`src/rtl/inst_fetch_unit_pkg.sv`:
```
// Shared constants and types for the instruction fetch unit.
//   NopInst        : word presented to decode when no instruction is live
//   DefaultResetPc : default PC of the first fetch after reset
//   DefaultFqDepth : default fetch-queue depth (power of 2, >= 2)
package inst_fetch_unit_pkg;

  localparam logic [31:0] NopInst        = 32'h0000_0013;
  localparam logic [31:0] DefaultResetPc = 32'h0000_0000;
  localparam int unsigned DefaultFqDepth = 2;

  typedef enum logic [1:0] {
    StBoot,
    StReq,
    StHold
  } fetch_state_e;

  function automatic logic [31:0] align_word(input logic [31:0] addr);
    return addr & 32'hFFFF_FFFC;
  endfunction

endpackage

```
`src/rtl/inst_fetch_unit_fetch_queue.sv`:
```
// Synchronous FIFO used for both the fetched-word queue and the request-PC queue.
//   clk_i, rst_n : clock, asynchronous active-low reset
//   push_i       : write wdata_i at the tail (accepted when not full, or full with a pop)
//   pop_i        : drop the head entry (ignored when empty)
//   flush_i      : empty the FIFO; overrides push and pop
//   rdata_o      : head entry (undefined when empty)
//   empty_o, full_o, count_o : occupancy status
module inst_fetch_unit_fetch_queue #(
  parameter int unsigned Width = 64,
  parameter int unsigned Depth = 2
) (
  input  logic                     clk_i,
  input  logic                     rst_n,
  input  logic                     push_i,
  input  logic                     pop_i,
  input  logic                     flush_i,
  input  logic [Width-1:0]         wdata_i,
  output logic [Width-1:0]         rdata_o,
  output logic                     empty_o,
  output logic                     full_o,
  output logic [$clog2(Depth):0]   count_o
);

  localparam int unsigned AddrW = $clog2(Depth);

  logic [Width-1:0] mem_q [Depth];
  logic [AddrW-1:0] wptr_q, rptr_q;
  logic [AddrW:0]   cnt_q;
  logic             do_push, do_pop;

  assign empty_o = (cnt_q == '0);
  assign full_o  = (cnt_q == (AddrW+1)'(Depth));
  assign count_o = cnt_q;
  assign rdata_o = mem_q[rptr_q];

  assign do_pop  = pop_i && !empty_o;
  assign do_push = push_i && (!full_o || do_pop);

  always_ff @(posedge clk_i or negedge rst_n) begin
    if (!rst_n) begin
      wptr_q <= '0;
      rptr_q <= '0;
      cnt_q  <= '0;
    end else if (flush_i) begin
      wptr_q <= '0;
      rptr_q <= '0;
      cnt_q  <= '0;
    end else begin
      if (do_push) wptr_q <= wptr_q + AddrW'(1);
      if (do_pop)  rptr_q <= rptr_q + AddrW'(1);
      cnt_q <= cnt_q + (AddrW+1)'(do_push) - (AddrW+1)'(do_pop);
    end
  end

  always_ff @(posedge clk_i) begin
    if (do_push && !flush_i) mem_q[wptr_q] <= wdata_i;
  end

endmodule

```
`src/rtl/inst_fetch_unit.sv`:
```
// IF stage: owns the PC, issues in-order word reads over req/gnt/rvalid, buffers returned words
// and presents them to decode.
//   clk_i, rst_n               : clock, asynchronous active-low reset
//   imem_req_o / imem_addr_o   : read request and word-aligned address
//   imem_gnt_i                 : request accepted this cycle
//   imem_rvalid_i/imem_rdata_i : in-order read response
//   redirect_valid_i/_pc_i     : control-flow redirect from EX
//   id_stall_i                 : decode is not consuming the current word
//   inst_valid_o/inst_o/inst_pc_o : instruction to decode (NOP when not valid)
module inst_fetch_unit
  import inst_fetch_unit_pkg::*;
#(
  parameter logic [31:0] ResetPc = DefaultResetPc,
  parameter int unsigned FqDepth = DefaultFqDepth
) (
  input  logic        clk_i,
  input  logic        rst_n,
  output logic        imem_req_o,
  output logic [31:0] imem_addr_o,
  input  logic        imem_gnt_i,
  input  logic        imem_rvalid_i,
  input  logic [31:0] imem_rdata_i,
  input  logic        redirect_valid_i,
  input  logic [31:0] redirect_pc_i,
  input  logic        id_stall_i,
  output logic        inst_valid_o,
  output logic [31:0] inst_o,
  output logic [31:0] inst_pc_o
);

  localparam int unsigned CntW = $clog2(FqDepth) + 1;

  fetch_state_e    state_q, state_d;
  logic            imem_req_q;
  logic [31:0]     pc_q, pc_d;
  logic [CntW-1:0] out_q, out_d;    // granted, response not yet seen
  logic [CntW-1:0] disc_q, disc_d;  // responses still to be dropped after a redirect
  logic [CntW-1:0] occ_d;
  logic [CntW:0]   credit_sum;

  logic            issue, rv_keep, rv_drop, dq_pop;
  logic [63:0]     dq_rdata;
  logic            dq_empty, dq_full;
  logic [CntW-1:0] dq_count;
  logic [31:0]     pcf_rdata;
  logic            pcf_empty, pcf_full;
  logic [CntW-1:0] pcf_count;

  assign issue   = imem_req_q && imem_gnt_i;
  assign rv_keep = imem_rvalid_i && (disc_q == '0);
  assign rv_drop = imem_rvalid_i && (disc_q != '0);
  assign dq_pop  = !dq_empty && !id_stall_i;

  // Request PCs: only non-discarded requests live here, since a redirect flushes it and
  // every later grant is younger than all responses still owed to the discard counter.
  inst_fetch_unit_fetch_queue #(
    .Width (32),
    .Depth (FqDepth)
  ) u_pc_fifo (
    .clk_i   (clk_i),
    .rst_n   (rst_n),
    .push_i  (issue && !redirect_valid_i),
    .pop_i   (rv_keep && !redirect_valid_i),
    .flush_i (redirect_valid_i),
    .wdata_i (pc_q),
    .rdata_o (pcf_rdata),
    .empty_o (pcf_empty),
    .full_o  (pcf_full),
    .count_o (pcf_count)
  );

  inst_fetch_unit_fetch_queue #(
    .Width (64),
    .Depth (FqDepth)
  ) u_data_fifo (
    .clk_i   (clk_i),
    .rst_n   (rst_n),
    .push_i  (rv_keep && !redirect_valid_i),
    .pop_i   (dq_pop),
    .flush_i (redirect_valid_i),
    .wdata_i ({pcf_rdata, imem_rdata_i}),
    .rdata_o (dq_rdata),
    .empty_o (dq_empty),
    .full_o  (dq_full),
    .count_o (dq_count)
  );

  // Credit = outstanding + queued words; it only grows on issue and shrinks on pop or drop,
  // so the next state is decided from the post-edge sum.
  always_comb begin
    out_d  = out_q + CntW'(issue) - CntW'(imem_rvalid_i);
    disc_d = disc_q - CntW'(rv_drop);
    occ_d  = dq_count + CntW'(rv_keep) - CntW'(dq_pop);
    pc_d   = issue ? pc_q + 32'd4 : pc_q;
    if (redirect_valid_i) begin
      disc_d = out_d;
      occ_d  = '0;
      pc_d   = align_word(redirect_pc_i);
    end
    credit_sum = {1'b0, out_d} + {1'b0, occ_d};
    state_d    = (credit_sum < (CntW+1)'(FqDepth)) ? StReq : StHold;
  end

  always_ff @(posedge clk_i or negedge rst_n) begin
    if (!rst_n) begin
      state_q    <= StBoot;
      imem_req_q <= 1'b0;
      pc_q       <= ResetPc;
      out_q      <= '0;
      disc_q     <= '0;
    end else begin
      state_q    <= state_d;
      imem_req_q <= (state_d == StReq);
      pc_q       <= pc_d;
      out_q      <= out_d;
      disc_q     <= disc_d;
    end
  end

  assign imem_req_o   = imem_req_q;
  assign imem_addr_o  = pc_q;
  assign inst_valid_o = !dq_empty;
  assign inst_o       = dq_empty ? NopInst : dq_rdata[31:0];
  assign inst_pc_o    = dq_empty ? 32'h0 : dq_rdata[63:32];

  logic unused_sigs;
  assign unused_sigs = ^{pcf_empty, pcf_full, pcf_count, state_q};

  // The credit rule keeps a response from ever arriving while the queue is full.
  assert property (@(posedge clk_i) disable iff (!rst_n) !(imem_rvalid_i && dq_full))
    else $error("fetch queue overflow");

endmodule

```
`config.mk`:
```
export PLATFORM = sky130hd
export DESIGN_NAME = inst_fetch_unit
export DESIGN_NICKNAME = d
export VERILOG_FILES = /design/src/rtl/inst_fetch_unit_pkg.sv /design/src/rtl/inst_fetch_unit_fetch_queue.sv /design/src/rtl/inst_fetch_unit.sv
export SDC_FILE = /design/constraint.sdc
export NUM_CORES = 1
export LEC_CHECK = 0
export BUFFER_PORTS_ARGS = -buffer_cell sky130_fd_sc_hd__buf_2
export CORE_ASPECT_RATIO = 1.4
export CORE_UTILIZATION = 40
export DETAILED_ROUTE_END_ITERATION = 12
export GPL_TIMING_DRIVEN = 0
export PLACE_DENSITY = 0.65
export SETUP_SLACK_MARGIN = 0.2
export SLEW_MARGIN = 20
export SYNTH_ARGS = -nofsm -noshare
export SYNTH_HDL_FRONTEND = slang
export SYNTH_SLANG_ARGS = --single-unit
```
`constraint.sdc`:
```
create_clock -name clk_i -period 9.3 [get_ports clk_i]
set_input_delay 1.395 -clock clk_i [delete_from_list [all_inputs] [get_ports clk_i]]
set_output_delay 1.395 -clock clk_i [all_outputs]
set_load 0.005 [all_outputs]
```
Yosys cells after proc, flatten, opt, wreduce, memory -nomap -nowiden
Memory sizes are Yosys's and may differ from the RTL's.
Index checks and enable logic that the tools add are counted.
{"block": "op_classes", "n_addsub": 15, "magnitude_cmp": 1, "eq_ne": 3, "muxes": 21, "reduce_logical": 29}
{"op": "two-way mux 32 bit", "count": 4}
{"op": "adder 32 x 3 -> 32 bit, second input constant", "count": 1}
{"op": "logical AND 1 bit", "count": 12}
{"op": "two-way mux 1 bit", "count": 12}
{"op": "nonzero test 2 bit", "count": 6}
{"op": "two-way mux 2 bit", "count": 5}
{"op": "subtractor 2 x 1 -> 2 bit", "count": 5}
{"op": "adder 2 x 1 -> 2 bit", "count": 4}
{"op": "zero test 1 bit", "count": 6}
{"op": "zero test 2 bit", "count": 3}
{"op": "adder 1 bit, second input constant", "count": 4}
{"op": "== test 2 bit, second input constant", "count": 2}
{"op": "adder 2 x 2 -> 3 bit", "count": 1}
{"op": "less-than comparator 3 x 2 -> 1 bit, second input constant", "count": 1}
{"op": "== test 2 x 1 -> 1 bit, second input constant", "count": 1}
{"op": "logical OR 1 bit", "count": 2}
{"block": "word_totals", "register_bits": 45, "mem_bits_rw": 192, "in_bits": 70, "out_inout_bits": 98, "wordCells": 81, "mem_count": 2}
{"name": "u_data_fifo.mem_q", "words": 2, "width": 64, "rd": 1, "rd_clocked_by_memory_dff": 0, "write_ports": 1, "line": "inst_fetch_unit_fetch_queue.sv:26", "source": "logic [Width-1:0] mem_q [Depth];"}
{"name": "u_pc_fifo.mem_q", "words": 2, "width": 32, "rd": 1, "rd_clocked_by_memory_dff": 0, "write_ports": 1, "line": "inst_fetch_unit_fetch_queue.sv:26"}

Logic depth before layout (Yosys ltp)
{"block": "logic_depth", "ltp_word": 9, "depth_mapped": 10, "depth_no_buf": 9}

By module
A second synthesis with hierarchy kept.
{"block": "hier_totals", "hier_cells": 673, "hier_area_um2": 10090.9}
{"module": "inst_fetch_unit_fetch_queue (u_data_fifo)", "n_inst": 1, "cells_each": 228, "area_each_um2": 4883.4, "seq_area_each_um2": 3943.8}
{"module": "inst_fetch_unit", "n_inst": 1, "cells_each": 316, "area_each_um2": 2645.0, "seq_area_each_um2": 875.8}
{"module": "inst_fetch_unit_fetch_queue (u_pc_fifo)", "n_inst": 1, "cells_each": 129, "area_each_um2": 2562.5, "seq_area_each_um2": 2021.9}

Least setup slack after synthesis
No wires, ideal clock.
{"block": "synth_timing", "path_type": "in2reg", "start": "input imem_rvalid_i", "end": "memory u_data_fifo.mem_q[0][0], enable pin", "setup_time_ns": 0.482, "t_arrival_ns": 4.871, "required_ns": 8.818, "slack_ns": 3.947, "stages": 3, "n_path_buf": 0, "path_cell_list": "or3b_2 or3_1 nor2_1"}
{"block": "synth_between", "elab_chain_cells": 6}
{"element": "start, declared", "line": "inst_fetch_unit.sv:21", "source": "input logic imem_rvalid_i,"}
{"element": "logical AND 1 bit", "line": "inst_fetch_unit.sv:50", "source": "assign rv_keep = imem_rvalid_i && (disc_q == '0);"}
{"element": "logical AND 1 bit", "line": "inst_fetch_unit.sv:78", "source": ".push_i (rv_keep && !redirect_valid_i),"}
{"element": "logical AND 1 bit", "line": "inst_fetch_unit_fetch_queue.sv:37", "source": "assign do_push = push_i && (!full_o || do_pop);"}
{"element": "logical AND 1 bit", "line": "inst_fetch_unit_fetch_queue.sv:56", "source": "if (do_push && !flush_i) mem_q[wptr_q] <= wdata_i;"}
{"element": "two-way mux 1 bit", "line": "inst_fetch_unit_fetch_queue.sv:56"}
{"element": "two-way mux 1 bit (not written as such)", "line": "inst_fetch_unit_fetch_queue.sv:56"}
{"element": "end, declared", "line": "inst_fetch_unit_fetch_queue.sv:26"}
Every way passes these cells.

Worst setup path in the final report
{"block": "layout_timing", "start": "register u_data_fifo.rptr_q", "end": "output inst_o[30]"}
{"block": "layout_between", "elab_chain_cells": 2}
{"element": "start, declared", "line": "inst_fetch_unit_fetch_queue.sv:27", "source": "logic [AddrW-1:0] wptr_q, rptr_q;"}
{"element": "start signal, assigned", "line": "inst_fetch_unit_fetch_queue.sv:50", "source": "if (do_pop) rptr_q <= rptr_q + AddrW'(1);"}
{"element": "memory read (2 x 64 bit)"}
{"element": "two-way mux 32 bit", "line": "inst_fetch_unit.sv:123", "source": "assign inst_o = dq_empty ? NopInst : dq_rdata[31:0];"}
{"element": "end, declared", "line": "inst_fetch_unit.sv:27", "source": "output logic [31:0] inst_o,"}
Every way passes these cells.

==> impl_metrics.yaml <==
timing:
  hold_viol: 0
  setup_violations: 0
  fin_crit_ps: 3850
  fmax_ghz: 0.260
  rsz0062_at_grt: "no"
  finalSetupTns_ps: 0
  fin_crit_sh_pct: 41.4
  holdWs_ps: 541
  slew_headroom_pct: 44.2
  finalClockSkew_ps: 13.9
  finalMaxSlewViolations: 0
  tightest_slew_ps: 838
clock_network:
  cts-htree-levels: 1
  cts_tree: "done"
  postCtsResizedCells: 0
  clk_pin_slew_worst_paths_ps: 60
  clockRootBuffer: "clkbuf_16"
  cts_sinks: 227
  cts_max_path_buffers: 3
  cts_hold_buf: 0
  clock_latency_ps: 500
  cts_buffers: 22
  cts_setup_buffers: 0
final_layout:
  final_cell_mix: "edfxtp_1, buf_2, nor2_1"
  synthToLayoutAreaGrowth_pct: 22.0
  antenna-diode-count: 0
  finish.net_count: 904
  drive_gt1_share_pct: 29.5
  final_area_mm2: 0.0114
  layout_commonest_cell: "edfxtp_1"
routing:
  viasPerCell: 4.94
  ant_nets: 0
  wire_per_inst_um: 16.6
  totalWireLength_um: 18900
  drt_iter0_markers: 250
  drc_errors: 0
  num_vias: 5638
  dr.pass1.iters: 5
global_routing:
  grt-ovfl-total: 0
  grtUsageMet2_pct: 29.1
  global_route.usage.met1_pct: 19.0
  grt_pass1_wl_um: 29300
  grt_usage_pct: 16.0
  antenna_found_initial: 0
  busiest_layer: "met2"
  grt_max_degree: 44
  grt_pass1_vias: 5514
  met3_usage_pct: 2.11
worst_setup_path:
  crit_fanout: 10
  start_kind: "register"
  arrival_ps: 2450
  max_stage_delay_ps: 690
  critPathBufInv: 3
  worstSetupEndpointType: "primary output"
  critPathTopFamily: "buffers and inverters"
  path_cells: "clkbuf_1 -> buf_1 -> mux2i_1 -> nor2_1 -> buf_2"
  crit_path_top_delay_cell: "buf_1"
  path_class: "register to primary output"
  required_ps: 7910
power:
  power.density_mw_per_mm2: 248
  ir_drop_mv: 0.134
  leakagePower_nw: 4.21
logic_synthesis:
  syn_avg_cell_area_um2: 14.7
  synth_cell_types: 45
  async_flop_share_pct: 18.9
  synth_ff_type: "edfxtp_1"
  synth_seq_cells: 227
  ys_warn_count: 0
  ys_seq_area_share_pct: 70.9
  synth_edf_count: 184
  netlist_area_mm2: 0.00931
  synthCells: 632
job:
  maxCapViolations: 0
floorplan:
  die_h_um: 182
  num_io_pins: 168
  die_area_mm2: 0.0239
  start_util_pct: 41.0
  die_w_um: 131
  core_mm2: 0.0227
  row_count: 65
worst_hold_path:
  min_path_type: "register to register"
place:
  place.gp.congestion: 0.808
  place_area_mm2: 0.0107
  place.port_buffers: 160
  hpwlAfterDp_um: 13500
run_status:
  status: "completed"
-- synthesized netlist by cell type, types with 2 or more instances --
| library cell | n | area share, % |
|---|---|---|
| nor2_1 | 86 | 3.5 |
| clkbuf_1 | 18 | 0.73 |
| nor2b_1 | 3 | 0.20 |
| and2_1 | 3 | 0.20 |
| buf_1 | 8 | 0.32 |
| or3_1 | 8 | 0.54 |
| dfrtp_1 | 43 | 12 |
| nand4_1 | 10 | 0.67 |
| buf_4 | 4 | 0.32 |
| inv_1 | 16 | 0.65 |
| mux2_2 | 30 | 3.6 |
| xnor2_1 | 12 | 1.1 |
| edfxtp_1 | 184 | 59 |
| nor4_1 | 2 | 0.13 |
| nand3_2 | 2 | 0.22 |
| nor3_1 | 3 | 0.16 |
| o21ai_0 | 21 | 1.1 |
| xor2_1 | 9 | 0.85 |
| or4_1 | 13 | 1.0 |
| o31ai_1 | 11 | 0.89 |
| ha_1 | 9 | 1.2 |
| nand2_1 | 25 | 1.0 |
| a31oi_1 | 17 | 1.1 |
| and4_1 | 3 | 0.28 |
| nand3_1 | 9 | 0.48 |
| mux2i_1 | 64 | 6.9 |
-- power by group --
group	internal (W)	leakage (nW)	switching, W	total (W)
Combinational	0.000305	1.69	0.000399	0.000704
Sequential	0.00121	2.18	0.0000562	0.00126
Clock	0.000495	0.346	0.000360	0.000855
Total	0.00201	4.21	0.000815	0.00282
-- logic make-up (layout without fill, tap and decap cells) --
logic type	after synthesis	after routing	share of synthesized area, %
xor+xnor	21	21	1.98
buf+inv	52	257	2.57
flops	227	227	70.9
simple gates	173	173	9.01
fa+ha+maj	10	10	1.42
mux	94	94	10.5
compound gates	54	54	3.55
other cells	1	4	0.0403
-- cell type report --
class                      count  area, µm²
clock inverter                13       93.8
multi-input combinational    356       2500
fill                        1949      11300
sequential                   227       6600
buffer                        34        169
timing repair buffer         165        941
clock buffer                  27        611
inverter                      18       70.1
tap                          301        377
-- sequential cells by signal, indices dropped and copies added, names as in the netlist --
register,cells
disc_q,2
u_data_fifo.count_o,2
u_data_fifo.mem_q,124
u_pc_fifo.rptr_q,1
u_pc_fifo.count_o,2
u_pc_fifo.wptr_q,1
u_data_fifo.wptr_q,1
imem_addr_o,30
u_pc_fifo.mem_q,60
u_data_fifo.rptr_q,1
out_q,2
imem_req_o,1
-- per-stage QoR --
| stage | utilization (%) | power [W] | setup WS [ps] | instances |
|---|---|---|---|---|
| floorplan | - | 0.00169 | 3950 | 635 |
| finish | 50.1 | 0.00282 | 5450 | 1141 |
| CTS | 50.1 | 0.00286 | 5350 | 1141 |
| global route | 50.1 | 0.00298 | 5210 | 1141 |
| detailed placement | 46.9 | 0.00201 | 5580 | 1101 |
| global placement | 46.3 | 0.00198 | 2230 | 1096 |
-- routing by layer --
layer / share of wire, % / routed length, µm / up-vias
met2: 53 / 9990 / 142
met5: 0 / 0 / -
met1: 40 / 7610 / 2736
met3: 4.4 / 836 / 38
li1: - / - / 2722
met4: 2.7 / 503 / 0
-- worst paths after layout --
check / start / to / slack [ps] / depth (start not counted)
worst min-delay path: out_q[0]$_DFF_PN0_ / out_q[0]$_DFF_PN0_ / 540 / 1
max in group asynchronous: rst_n / imem_addr_o[12]$_DFFE_PN0N_ / 8000 / 1
worst max-delay path: u_data_fifo.rptr_q$_DFFE_PN0P_ / inst_o[30] / 5450 / 5
worst min register to register: out_q[0]$_DFF_PN0_ / out_q[0]$_DFF_PN0_ / 540 / 1
min in group asynchronous: rst_n / imem_addr_o[20]$_DFFE_PN0N_ / 890 / 1
worst max register to register: u_data_fifo.count_o[1]$_DFF_PN0_ / imem_req_o$_DFF_PN0_ / 6690 / 8
(Power assumes the default switching activity.)
